==> src/rtl/req_queue_pkg.sv <==
// req_queue_pkg
//   Shared types and defaults for the request slot queue.
//   slot_state_t     : per-slot lifecycle FREE -> PENDING -> ISSUED -> FREE
//   RQ_DEFAULT_SLOTS : default slot count (matches the arbiter requester count)
package req_queue_pkg;

  typedef enum logic [1:0] {
    FREE    = 2'd0,
    PENDING = 2'd1,
    ISSUED  = 2'd2
  } slot_state_t;

  localparam int RQ_DEFAULT_SLOTS = 4;

endpackage : req_queue_pkg

==> src/rtl/oh_to_idx.sv <==
// oh_to_idx
//   One-hot to binary index encoder. Input is expected to carry at most one set
//   bit; an all-zero input encodes to index 0.
//   i_oh  : one-hot vector, N bits
//   o_idx : binary index of the set bit, W bits
module oh_to_idx #(
  parameter int N = 4,
  parameter int W = $clog2(N)
) (
  input  logic [N-1:0] i_oh,
  output logic [W-1:0] o_idx
);

  // OR-reduction of the indices of the set bits; exact for a one-hot input.
  always_comb begin
    o_idx = '0;
    for (int i = 0; i < N; i++) begin
      if (i_oh[i]) begin
        o_idx = o_idx | W'(i);
      end
    end
  end

endmodule : oh_to_idx

==> src/rtl/req_slot_queue.sv <==
// req_slot_queue
//   Requester-side slot tracker in front of a shared L2/IO port. Holds up to
//   NUM_SLOTS outstanding requests, exposes pending slots to an external
//   round-robin arbiter, issues the granted slot downstream and frees a slot
//   when its response returns.
//   clk, rst        : clock, synchronous active-high reset
//   enq_*           : new request handshake (enq_ready_o = a FREE slot exists)
//   req_bitmap_o    : PENDING slots, to the arbiter
//   grant_oh_i      : one-hot grant from the arbiter
//   update_en_o     : issue fired this cycle, to the arbiter
//   issue_*         : granted request toward downstream (valid/ready)
//   resp_valid_i/id : response returning for a slot
//   free_count_o    : number of FREE slots
//   protocol_err_o  : sticky, response seen for a slot that was not ISSUED
module req_slot_queue
  import req_queue_pkg::*;
#(
  parameter  int NUM_SLOTS  = RQ_DEFAULT_SLOTS,
  parameter  int ADDR_WIDTH = 32,
  localparam int ID_WIDTH   = $clog2(NUM_SLOTS)
) (
  input  logic                  clk,
  input  logic                  rst,
  input  logic                  enq_valid_i,
  input  logic [ADDR_WIDTH-1:0] enq_addr_i,
  output logic                  enq_ready_o,
  output logic [NUM_SLOTS-1:0]  req_bitmap_o,
  output logic                  update_en_o,
  input  logic [NUM_SLOTS-1:0]  grant_oh_i,
  output logic                  issue_valid_o,
  input  logic                  issue_ready_i,
  output logic [ADDR_WIDTH-1:0] issue_addr_o,
  output logic [ID_WIDTH-1:0]   issue_id_o,
  input  logic                  resp_valid_i,
  input  logic [ID_WIDTH-1:0]   resp_id_i,
  output logic [ID_WIDTH:0]     free_count_o,
  output logic                  protocol_err_o
);

  slot_state_t           r_state [NUM_SLOTS];
  logic [ADDR_WIDTH-1:0] r_addr  [NUM_SLOTS];
  logic                  r_err;

  logic [NUM_SLOTS-1:0]  w_free_vec;
  logic [NUM_SLOTS-1:0]  w_pend_vec;
  logic [NUM_SLOTS-1:0]  w_alloc_oh;
  logic [ID_WIDTH-1:0]   w_alloc_idx;
  logic [NUM_SLOTS-1:0]  w_grant_masked;
  logic [NUM_SLOTS-1:0]  w_grant_oh;
  logic [ID_WIDTH-1:0]   w_issue_id;
  logic                  w_enq_fire;
  logic                  w_issue_fire;
  logic                  w_resp_in_range;
  logic                  w_resp_hit;

  for (genvar gi = 0; gi < NUM_SLOTS; gi++) begin : g_slot_decode
    assign w_free_vec[gi] = (r_state[gi] == FREE);
    assign w_pend_vec[gi] = (r_state[gi] == PENDING);
  end

  // Allocation looks only at registered state, so a slot freed by a response
  // this cycle cannot be handed out until the following cycle.
  assign w_alloc_oh = w_free_vec & (~w_free_vec + NUM_SLOTS'(1));

  oh_to_idx #(.N(NUM_SLOTS), .W(ID_WIDTH)) u_alloc_enc (
    .i_oh  (w_alloc_oh),
    .o_idx (w_alloc_idx)
  );

  // Grants on non-PENDING slots are dropped; the lowest surviving bit is kept
  // so a malformed multi-bit grant still selects exactly one slot.
  assign w_grant_masked = grant_oh_i & w_pend_vec;
  assign w_grant_oh     = w_grant_masked & (~w_grant_masked + NUM_SLOTS'(1));

  oh_to_idx #(.N(NUM_SLOTS), .W(ID_WIDTH)) u_issue_enc (
    .i_oh  (w_grant_oh),
    .o_idx (w_issue_id)
  );

  assign w_enq_fire      = enq_valid_i & enq_ready_o;
  assign w_issue_fire    = issue_valid_o & issue_ready_i;
  assign w_resp_in_range = (int'(resp_id_i) < NUM_SLOTS);
  assign w_resp_hit      = resp_valid_i & w_resp_in_range &
                           (r_state[resp_id_i] == ISSUED);

  // The three transitions act on slots in distinct states (FREE, PENDING,
  // ISSUED), so they never target the same slot in one cycle.
  always_ff @(posedge clk) begin
    if (rst) begin
      for (int i = 0; i < NUM_SLOTS; i++) begin
        r_state[i] <= FREE;
        r_addr[i]  <= '0;
      end
      r_err <= 1'b0;
    end else begin
      if (w_enq_fire) begin
        r_state[w_alloc_idx] <= PENDING;
        r_addr[w_alloc_idx]  <= enq_addr_i;
      end
      if (w_issue_fire) begin
        r_state[w_issue_id] <= ISSUED;
      end
      if (w_resp_hit) begin
        r_state[resp_id_i] <= FREE;
      end
      if (resp_valid_i && !w_resp_hit) begin
        r_err <= 1'b1;
      end
    end
  end

  always_comb begin
    free_count_o = '0;
    for (int i = 0; i < NUM_SLOTS; i++) begin
      free_count_o = free_count_o + (ID_WIDTH+1)'(w_free_vec[i]);
    end
  end

  assign enq_ready_o    = |w_free_vec;
  assign req_bitmap_o   = w_pend_vec;
  assign issue_valid_o  = |w_grant_oh;
  assign issue_id_o     = w_issue_id;
  assign issue_addr_o   = r_addr[w_issue_id];
  assign update_en_o    = w_issue_fire;
  assign protocol_err_o = r_err;

endmodule : req_slot_queue

==> config.mk <==
export PLATFORM = sky130hd
export DESIGN_NAME = req_slot_queue
export DESIGN_NICKNAME = d
export VERILOG_FILES = /design/src/rtl/req_queue_pkg.sv /design/src/rtl/oh_to_idx.sv /design/src/rtl/req_slot_queue.sv
export SDC_FILE = /design/constraint.sdc
export NUM_CORES = 1
export LEC_CHECK = 0
export CORE_MARGIN = 2
export CORE_UTILIZATION = 45
export DETAILED_ROUTE_END_ITERATION = 6
export GPL_ROUTABILITY_DRIVEN = 0
export HOLD_SLACK_MARGIN = 0.1
export PLACE_DENSITY_LB_ADDON = 0.1
export SKIP_LAST_GASP = 1
export SYNTH_ARGS = -nofsm -noshare
export SYNTH_HDL_FRONTEND = slang
export SYNTH_HIERARCHICAL = 1
export SYNTH_SLANG_ARGS = --single-unit
==> constraint.sdc <==
create_clock -name clk -period 2.7 [get_ports clk]
set_input_delay 0.54 -clock clk [delete_from_list [all_inputs] [get_ports clk]]
set_output_delay 0.54 -clock clk [all_outputs]
set_load 0.02 [all_outputs]
==> impl_metrics.ini <==
[global_routing]
antenna_found_initial = 1
grt_max_degree = 26
gr-total-overflow = 0
grt_pass1_vias = 4061
grt_pass1_wl_mm = 22.4
grt_usage_pct = 20.7

[timing]
period_share_pct = 106
setup_viol = 35
layout_setup_ws_ps = -163
whs_ps = 484
worst_pin_slew_ps = 382
fin_setup_tns_ps = -4780
slew_headroom_pct = 74.5
finalMaxSlewViolations = 0
finalCriticalPeriod_ps = 2860
finalHoldViolCount = 0
finClkSkew_ps = 10.3
grt_setup_unrepaired = yes
max_clock_freq_ghz = 0.349

[final_layout]
nFillCells = 1040
area_growth_pct = 33.8
final_area_um2 = 8380
drive_gt1_share_pct = 33.6
nets = 590
utilization_pct = 61.1
instances_no_fill = 735

[placement]
dpl_cell_area_um2 = 7620
hpwl_mm = 8.65
portBuffers = 87
dp.cells = 688

[cts]
cts_sinks = 137
cts.reportedPaths.clkPinSlew_ps = 60
cts_hold_buf = 0
clk_latency_ps = 420
cts_tree = built
h-tree-depth = 4
numCtsBuffers = 17
cts_max_path_buffers = 2
cts-root-buf = clkbuf_16

[floorplanning]
num_rows = 43
start_util_pct = 45.6
ioPinCount = 88
die_area_um2 = 14900
die_w_um = 122
core_area_um2 = 13700
die_h_um = 122

[setup_path]
crit_fanout = 9
critPathMaxStageDelay_ps = 500
required_ps = 2160
critPathCaptureType = output port
r2r-start = r_state[0][1]$_SDFFE_PP0P_
crit_start = grant_oh_i[1]
cp_cell_sequence = dlygate4sd2_1 -> nand3b_1 -> nand2_1 -> nor3b_2 -> or2_4 -> buf_12 -> mux4_2 -> buf_4
path_class = in -> out
crit_slowest_cell = mux4_2
critical_path.startpoint_type = primary input
cp_top_family = simple AND/OR/NAND/NOR gates
critPathArrivalTime_ps = 2320
critical_path_buf_inv_count = 3

[synth]
syn_area_per_cell_um2 = 15.5
synth_seq_cells = 137
syn_area_um2 = 6260
synth_top_area_share_pct = 61.4
synth_area_leader_cell = edfxtp_1
synth_ff_type = edfxtp_1
synthCells = 403
synth_edf_count = 128
synth-seq-area-share_pct = 64.3
synth.most_common_cell = edfxtp_1
async_flop_share_pct = 0
synthTopCellsByCount = edfxtp_1, and2_1, mux4_2, nor2_1
synth_nets = 451
ys_warn_count = 6
synth_cell_types = 35
synthTopCellsByArea = edfxtp_1, and2_1, mux4_2

[pwr]
powerDensity_nw_per_um2 = 732
p_leak_nw = 3.25
max-vdd-ir-drop_mv = 0.431

[run_status]
outcome = finished, violations left
violations = negative setup slack

[route]
routedWlPerCell_um = 19.5
via_count = 3843
viasPerCell = 5.23
ant_nets = 0
firstDrtPassIters = 5
wl_mm = 14.3
drc = 0
drt_iter0_drc = 236

[worst_hold_path]
holdCritStartpoint = protocol_err_o$_SDFFE_PP0P_
hold_class = reg -> reg

[flow_run]
cap_violations = 0
## worst paths after layout
path,end,slack (ps),cells after the start
worst max-delay path,issue_addr_o[11],-160,8
worst max register to register,r_addr[2][13]$_SDFFCE_PN0P_,90,9
worst min register to register,protocol_err_o$_SDFFE_PP0P_,480,2
worst min-delay path,protocol_err_o$_SDFFE_PP0P_,480,2
## registers in the layout (all words and copies together), names as in the netlist
register	cells
protocol_err_o	1
r_addr	128
r_state	8
## layer usage
layer / track usage [%] / wire (um)
met5: 0 / 0
met4: 7.61 / 159
met3: 5.29 / 735
met2: 33.3 / 7280
met1: 27.4 / 6160
## layout make-up
cell class / count / area, um^2 / area share, %
inverter: 8 / 30.0 / 0.358
timing repair buffer: 140 / 1350 / 16.1
multi-input combinational: 238 / 2160 / 25.8
clock inverter: 14 / 156 / 1.87
sequential: 137 / 4030 / 48.1
clock buffer: 17 / 425 / 5.08
antenna: 1 / 2.50 / 0.0299
tap: 180 / 225 / 2.69
## layout by cell type, fill, tap and decap left out, drive strengths merged, types with 4 or more instances in the layout
cell type / netlist / final
edfxtp: 128 / 128
clkdlybuf4s50: 0 / 43
dfxtp: 9 / 9
and3: 4 / 4
inv: 8 / 9
dlygate4sd2: 0 / 4
buf: 5 / 90
nand3b: 6 / 6
and2: 130 / 130
mux4: 32 / 32
or2: 10 / 10
a21oi: 6 / 6
ha: 4 / 4
clkinv: 0 / 7
nor2: 12 / 12
clkbuf: 15 / 19
## report_power, final
part | switching (mW) | internal (mW)
Clock | 0.867 | 1.43
Combinational | 0.617 | 0.641
Sequential | 0.0490 | 2.53
## tightest hold or removal path: stages, from the launching register on
cell     delay (ps)
dfxtp_1         330
a31oi_1          40
nor2_1           70
## cell families (layout without fill, tap and decap cells)
family	Yosys count	count (layout)	synth area share (%)
other cells	0	1	0
flops	137	137	64.3
buf+inv	28	179	1.96
fa+ha+maj	5	5	1.12
simple gates	192	192	20.1
compound gates	9	9	1.04
mux	32	32	11.5
## stage by stage
stage | worst slack (ps) | power, mW
2_1_floorplan | 5.69 | 3.23
3_3_place_gp | -780 | 3.75
3_5_place_dp | -817 | 3.77
4_1_cts | -241 | 6.16
5_1_grt | -275 | 6.36
6_report | -163 | 6.13
## repair_timing
item | in CTS | in global routing
cloned | 3 | 0
pin swaps | 9 | 7
setup buffers | 12 | 4
endpoints found under the setup margin | 39 | 45
resized for setup | 221 | 16
Note: power is estimated with default switching activity, not from simulation.
